$ cat config.mk
export PLATFORM = sky130hd
export DESIGN_NAME = lcd_readback
export DESIGN_NICKNAME = d
export VERILOG_FILES = /design/src/rtl/lcd_readback.sv
export SDC_FILE = /design/constraint.sdc
export NUM_CORES = 1
export LEC_CHECK = 0
export ABC_AREA = 1
export BUFFER_PORTS_ARGS = -buffer_cell sky130_fd_sc_hd__buf_2
export CORE_UTILIZATION = 59
export CTS_BUF_LIST = sky130_fd_sc_hd__clkbuf_4 sky130_fd_sc_hd__clkbuf_8
export DETAILED_ROUTE_END_ITERATION = 12
export HOLD_SLACK_MARGIN = 0.08
export PLACE_DENSITY_LB_ADDON = 0.3
export SETUP_SLACK_MARGIN = 0.1
export SYNTH_ARGS = -nofsm -noshare
export SYNTH_HDL_FRONTEND = slang
export SYNTH_SLANG_ARGS = --single-unit
$ cat constraint.sdc
create_clock -name clk -period 1.71 [get_ports clk]
set_input_delay 0.0855 -clock clk [delete_from_list [all_inputs] [get_ports clk]]
set_output_delay 0.0855 -clock clk [all_outputs]
set_load 0.01 [all_outputs]
$ cat src/rtl/lcd_readback.sv
`default_nettype none
// ============================================================================
// lcd_readback : HD44780 read cycle (busy flag/address or data) whose captured
//                byte is returned to the host as one 8N1 UART frame on TxD.
// Revision     : 1.0
// ============================================================================
module lcd_readback #(
  parameter int CLK_FREQ     = 25000000,
  parameter int BAUD         = 115200,
  parameter int SETUP_CYCLES = 2,
  parameter int E_CYCLES     = 8
) (
  input  logic       clk,
  input  logic       rst,
  input  logic       req,
  input  logic       req_rs,
  output logic       busy,
  output logic       LCD_RS,
  output logic       LCD_RW,
  output logic       LCD_E,
  input  logic [7:0] LCD_DataBus_in,
  output logic [7:0] rd_data,
  output logic       rd_valid,
  output logic       TxD
);

  localparam int BAUD_DIV = CLK_FREQ / BAUD;
  localparam int BW       = $clog2(BAUD_DIV);
  localparam int MAXC     = (SETUP_CYCLES > E_CYCLES) ? SETUP_CYCLES : E_CYCLES;
  localparam int PW       = (MAXC > 1) ? $clog2(MAXC) : 1;

  localparam logic [BW-1:0] BAUD_LAST  = BW'(BAUD_DIV - 1);
  localparam logic [PW-1:0] SETUP_LAST = PW'(SETUP_CYCLES - 1);
  localparam logic [PW-1:0] E_LAST     = PW'(E_CYCLES - 1);
  localparam logic [3:0]    BIT_LAST   = 4'd9;

  typedef enum logic [1:0] {
    IDLE  = 2'd0,
    SETUP = 2'd1,
    EHIGH = 2'd2,
    TX    = 2'd3
  } state_t;

  state_t          state_q, state_d;
  logic [PW-1:0]   phase_q, phase_d;
  logic [BW-1:0]   baud_q,  baud_d;
  logic [3:0]      bit_q,   bit_d;
  logic [8:0]      shift_q, shift_d;
  logic            busy_q, busy_d;
  logic            rs_q, rs_d;
  logic            rw_q, rw_d;
  logic            e_q, e_d;
  logic [7:0]      rd_data_q, rd_data_d;
  logic            rd_valid_q, rd_valid_d;
  logic            txd_q, txd_d;

  always_ff @(posedge clk) begin
    if (rst) begin
      state_q    <= IDLE;
      phase_q    <= '0;
      baud_q     <= '0;
      bit_q      <= '0;
      shift_q    <= '0;
      busy_q     <= 1'b0;
      rs_q       <= 1'b0;
      rw_q       <= 1'b0;
      e_q        <= 1'b0;
      rd_data_q  <= 8'h00;
      rd_valid_q <= 1'b0;
      txd_q      <= 1'b1;
    end else begin
      state_q    <= state_d;
      phase_q    <= phase_d;
      baud_q     <= baud_d;
      bit_q      <= bit_d;
      shift_q    <= shift_d;
      busy_q     <= busy_d;
      rs_q       <= rs_d;
      rw_q       <= rw_d;
      e_q        <= e_d;
      rd_data_q  <= rd_data_d;
      rd_valid_q <= rd_valid_d;
      txd_q      <= txd_d;
    end
  end

  always_comb begin
    state_d    = state_q;
    phase_d    = phase_q;
    baud_d     = baud_q;
    bit_d      = bit_q;
    shift_d    = shift_q;
    busy_d     = busy_q;
    rs_d       = rs_q;
    rw_d       = rw_q;
    e_d        = e_q;
    rd_data_d  = rd_data_q;
    rd_valid_d = 1'b0;
    txd_d      = txd_q;

    case (state_q)
      IDLE: begin
        if (req) begin
          state_d = SETUP;
          rs_d    = req_rs;
          rw_d    = 1'b1;
          busy_d  = 1'b1;
          phase_d = '0;
        end
      end
      SETUP: begin
        if (phase_q == SETUP_LAST) begin
          state_d = EHIGH;
          e_d     = 1'b1;
          phase_d = '0;
        end else begin
          phase_d = phase_q + PW'(1);
        end
      end
      EHIGH: begin
        // Sample on the edge that closes the final E-high clock; start bit begins here too.
        if (phase_q == E_LAST) begin
          state_d    = TX;
          e_d        = 1'b0;
          rd_data_d  = LCD_DataBus_in;
          rd_valid_d = 1'b1;
          shift_d    = {1'b1, LCD_DataBus_in};
          txd_d      = 1'b0;
          baud_d     = '0;
          bit_d      = '0;
          phase_d    = '0;
        end else begin
          phase_d = phase_q + PW'(1);
        end
      end
      TX: begin
        if (baud_q == BAUD_LAST) begin
          baud_d = '0;
          if (bit_q == BIT_LAST) begin
            state_d = IDLE;
            busy_d  = 1'b0;
            rw_d    = 1'b0;
            txd_d   = 1'b1;
          end else begin
            bit_d   = bit_q + 4'd1;
            txd_d   = shift_q[0];
            shift_d = {1'b0, shift_q[8:1]};
          end
        end else begin
          baud_d = baud_q + BW'(1);
        end
      end
      default: state_d = IDLE;
    endcase
  end

  assign busy     = busy_q;
  assign LCD_RS   = rs_q;
  assign LCD_RW   = rw_q;
  assign LCD_E    = e_q;
  assign rd_data  = rd_data_q;
  assign rd_valid = rd_valid_q;
  assign TxD      = txd_q;

endmodule
`default_nettype wire

==> run summary <==
The largest stage delay on the critical path is 0.36 ns. The layout overhead on the synthesized area came out at 23.0%. The startpoint kind of the worst setup timing path is a register.

The latest clock arrival within the worst-skew pair is 0.36 ns. Multiplexer cells account for 0% of the synthesized area. At the pin with the least slew margin, the transition time is 0.538 ns.

Entering global routing, the biggest net connects 19 pins. By instance count, the leading cell after synthesis is nand2_1. The via count of the first global-routing pass came out at 1678.

Counting flops and latches in the post-synthesis netlist gives 39. The buffer type at the clock tree root is clkbuf_4. The post-route minimum period is 1.59 ns. The global-route usage over all layers is 27.4%. The core area came out at 3080 µm². The adder and majority cell fraction of the synthesized area came out at 7.78%. The cell count after placement is 346.

In this run the remaining antenna-violating nets after routing total 0. Of all flip-flops after synthesis, the portion carrying an async set or reset was 0%. The clock slew seen by the registers of the worst setup and hold paths came out at 0.12 ns. The H-tree was split into 2 levels. After detailed routing, the number of remaining DRC violations is 0.

After synthesis, the largest family of logic cells by area is simple AND/OR/NAND/NOR gates. The first global-routing pass estimated 7150 µm of wire. The CTS tree is yes.

The number of fill cells in the layout came out at 225. The max-capacitance violation count is 0. The overall die height came out at 59.2 µm. The final layout net count is 344. The share of the clock period used by the worst path is 92.7%.

Across the VDD grid, the largest voltage drop is 0.00102 V. The cell taking the most area after synthesis is dfxtp_1. Counting every sink on the clock net gives 39. The post-synthesis xor/xnor area fraction is 0.454%.

The total number of yosys warnings came out at 0. The overall power consumption came out at 3.02 mW. The slowest library cell on the worst path is dfxtp_2. In this run, the number of DRC markers left after iteration 0 of detailed routing was 107. The final core area utilization came out at 77.2%. The final hold violation count came out at 0. The number of clock buffers inserted by TritonCTS is 5. Setup repair after global routing could not meet its margin everywhere. The run finished with clean final reports. Hold timing on the final database bottoms out at a slack of 0.114 ns.

The die covers 3510 µm². The number of synthesized flops with an enable pin came out at 0. The setup-violating endpoint count in the final report came out at 0.

The top cell type by area accounts for 40.4% of the synthesized area. The ratio of total power to cell area came out at 1270 nW/µm². The sequential share of the synthesized area came out at 40.4%.

In the routed layout, each cell is associated on average with a via count of 5.26. Traced cell by cell, the critical path runs through inv_1 -> ha_2 -> inv_1 -> nand2_1 -> nand2_1 -> nor2_2 -> buf_6 -> nand3_1 -> a21oi_1. For this run, the number of standard cells in the final layout without fillers is 365.

Summed over all cells, the static leakage comes to 1.05 nW. The post-CTS repair timing setup buffer count came out at 0. Counting every instance in the synthesized netlist gives 279. The detailed-route via count is 1920.

The count of distinct cell types in the synthesized netlist came out at 23. The number of antenna violations at the first check in global routing is 0. The final critical-path setup slack is 0.125 ns. Each instance of the synthesized netlist takes up on average 6.92 µm². After synthesis, the cell types taking the most area are dfxtp_1, nand2_1, ha_1, nor2_1, a21oi_1. The setup clock skew after layout is 0.00481 ns.

The placed wire-length estimate is 3030 µm. The total count of max-transition violations in the final report came out at 0. The data required time of the critical path is 2.00 ns. The overall overflow remaining after global route came out at 0. STA puts the critical path data arrival time at 1.88 ns. For this run, the top clock speed supported by timing is 631 MHz. The clock passes through at most 2 buffers.

The final routed wirelength across all metal layers came out at 4580 µm. The top-level port count is 26. The synthesized-area fraction occupied by ao, oa, aoi and oai cells is 13.0%.

The worst hold path belongs to the class input port to register. The critical-path maximum fanout came out at 12. In the synthesized netlist, the cells that appear most often are nand2_1, nor2_1, dfxtp_1. The post-synthesis net count came out at 303.

The relative max-transition margin came out at 64.1%. For this configuration, the core starts out at a cell density of 62.7%. The critical path is of the register to register type. 0 antenna diodes ended up in the layout. In this run the cell area of the synthesized design comes to 1930 µm². The count of buffers inserted at the top-level ports is 25. The fraction of the mapped netlist area in simple logic gates came out at 30.6%. In the synthesized netlist the dominant register cell turns out to be dfxtp_1.

The share of post-route cells with drive strength above 1 is 19.3%. The first TritonRoute pass finished after 4 iterations. At the placement stage, the worst setup path has a slack of -0.0391 ns. The routed wirelength normalized by instance count is 12.6 µm. The horizontal die dimension is 59.2 µm.

The standard-cell row count is 20. The routability congestion estimate from global placement came out at 0.863. The element type at the critical path end is a register.
[cell type report]
class,count,area [µm²],share of cell area [%]
tap,44,55.1,2.32
timing repair buffer,44,299,12.6
clock inverter,2,60.1,2.53
inverter,27,101,4.27
sequential,39,787,33.1
multi-input combinational,203,1030,43.3
clock buffer,6,45.0,1.90
[worst paths after layout]
kind,cells after the start,end,slack [ns],startpoint
min,3,shift_q[6],0.11,rst
max reg2reg,9,shift_q[0],0.12,state_q[0]
max,9,shift_q[0],0.12,state_q[0]
min reg2reg,2,shift_q[1],0.48,shift_q[1]
[critical path, delay by kind of cell, from the launching register on]
kind	cells	cell delay, ns
buffers and inverters	3	0.37
DFF	1	0.36
and+or+nand+nor	4	0.34
adders and majority gates	1	0.28
AOI/OAI and AO/OA	1	0.17
[placed cells by master, fill, tap and decap left out, types with 4 or more instances in the layout]
master,n
nand2_1,68
nor2_1,37
dfxtp_1,34
a21oi_1,26
inv_1,25
buf_2,25
nand3_1,22
o21ai_0,16
dlygate4sd3_1,11
ha_1,9
buf_4,7
nand2_2,6
clkbuf_4,6
nand4_1,5
dfxtp_2,5
nor2_2,4
[registers in the layout, summed over array words and instances, names as in the netlist]
register and count:
TxD 1, LCD_RW 1, rd_data 8, state_q 2, LCD_RS 1, phase_q 3, bit_q 4, baud_q 8
rd_valid 1, LCD_E 1, shift_q 9
[power breakdown]
part	internal (mW)	switching (mW)	leakage, nW	total, mW
combinational	0.410	0.670	0.680	1.08
sequential	1.05	0.0987	0.318	1.15
clock	0.472	0.323	0.0559	0.795
[layer usage]
layer  wire length [µm]  GRT usage [%]  vias to the layer above  part of all wire (%)
li1                   -              -                      976                     -
met1               2010           35.3                      883                    44
met2               2230           42.5                       55                    49
met3                284           7.21                        6                   6.2
met4                 56           12.9                        0                   1.2
met5                  0              0                        -                     0
[cell families (layout without fill, tap and decap cells)]
group	Yosys count	count (layout)
XOR/XNOR	1	1
adder cells (fa/ha/maj)	12	12
AND/OR/NAND/NOR	144	144
flip-flops	39	39
AO/OA/AOI/OAI	46	46
buffers and inverters	37	79
[timing repair]
item                                    in CTS  in global routing
gates resized for setup                      7                 10
endpoints found under the setup margin      24                 27
endpoints found under the hold margin        9                  0
hold buffers                                11                  0
pin swaps                                    0                  1
cloned                                       0                  0
[metrics by stage]
step | cell area, µm² | setup TNS (ns)
after floorplan | 1930 | 0
after global placement | 2120 | 0
after detailed placement | 2120 | -0.370
after CTS | 2350 | 0
after global routing | 2370 | 0
final | 2370 | 0
No activity file was read; power rests on OpenSTA's default activity.
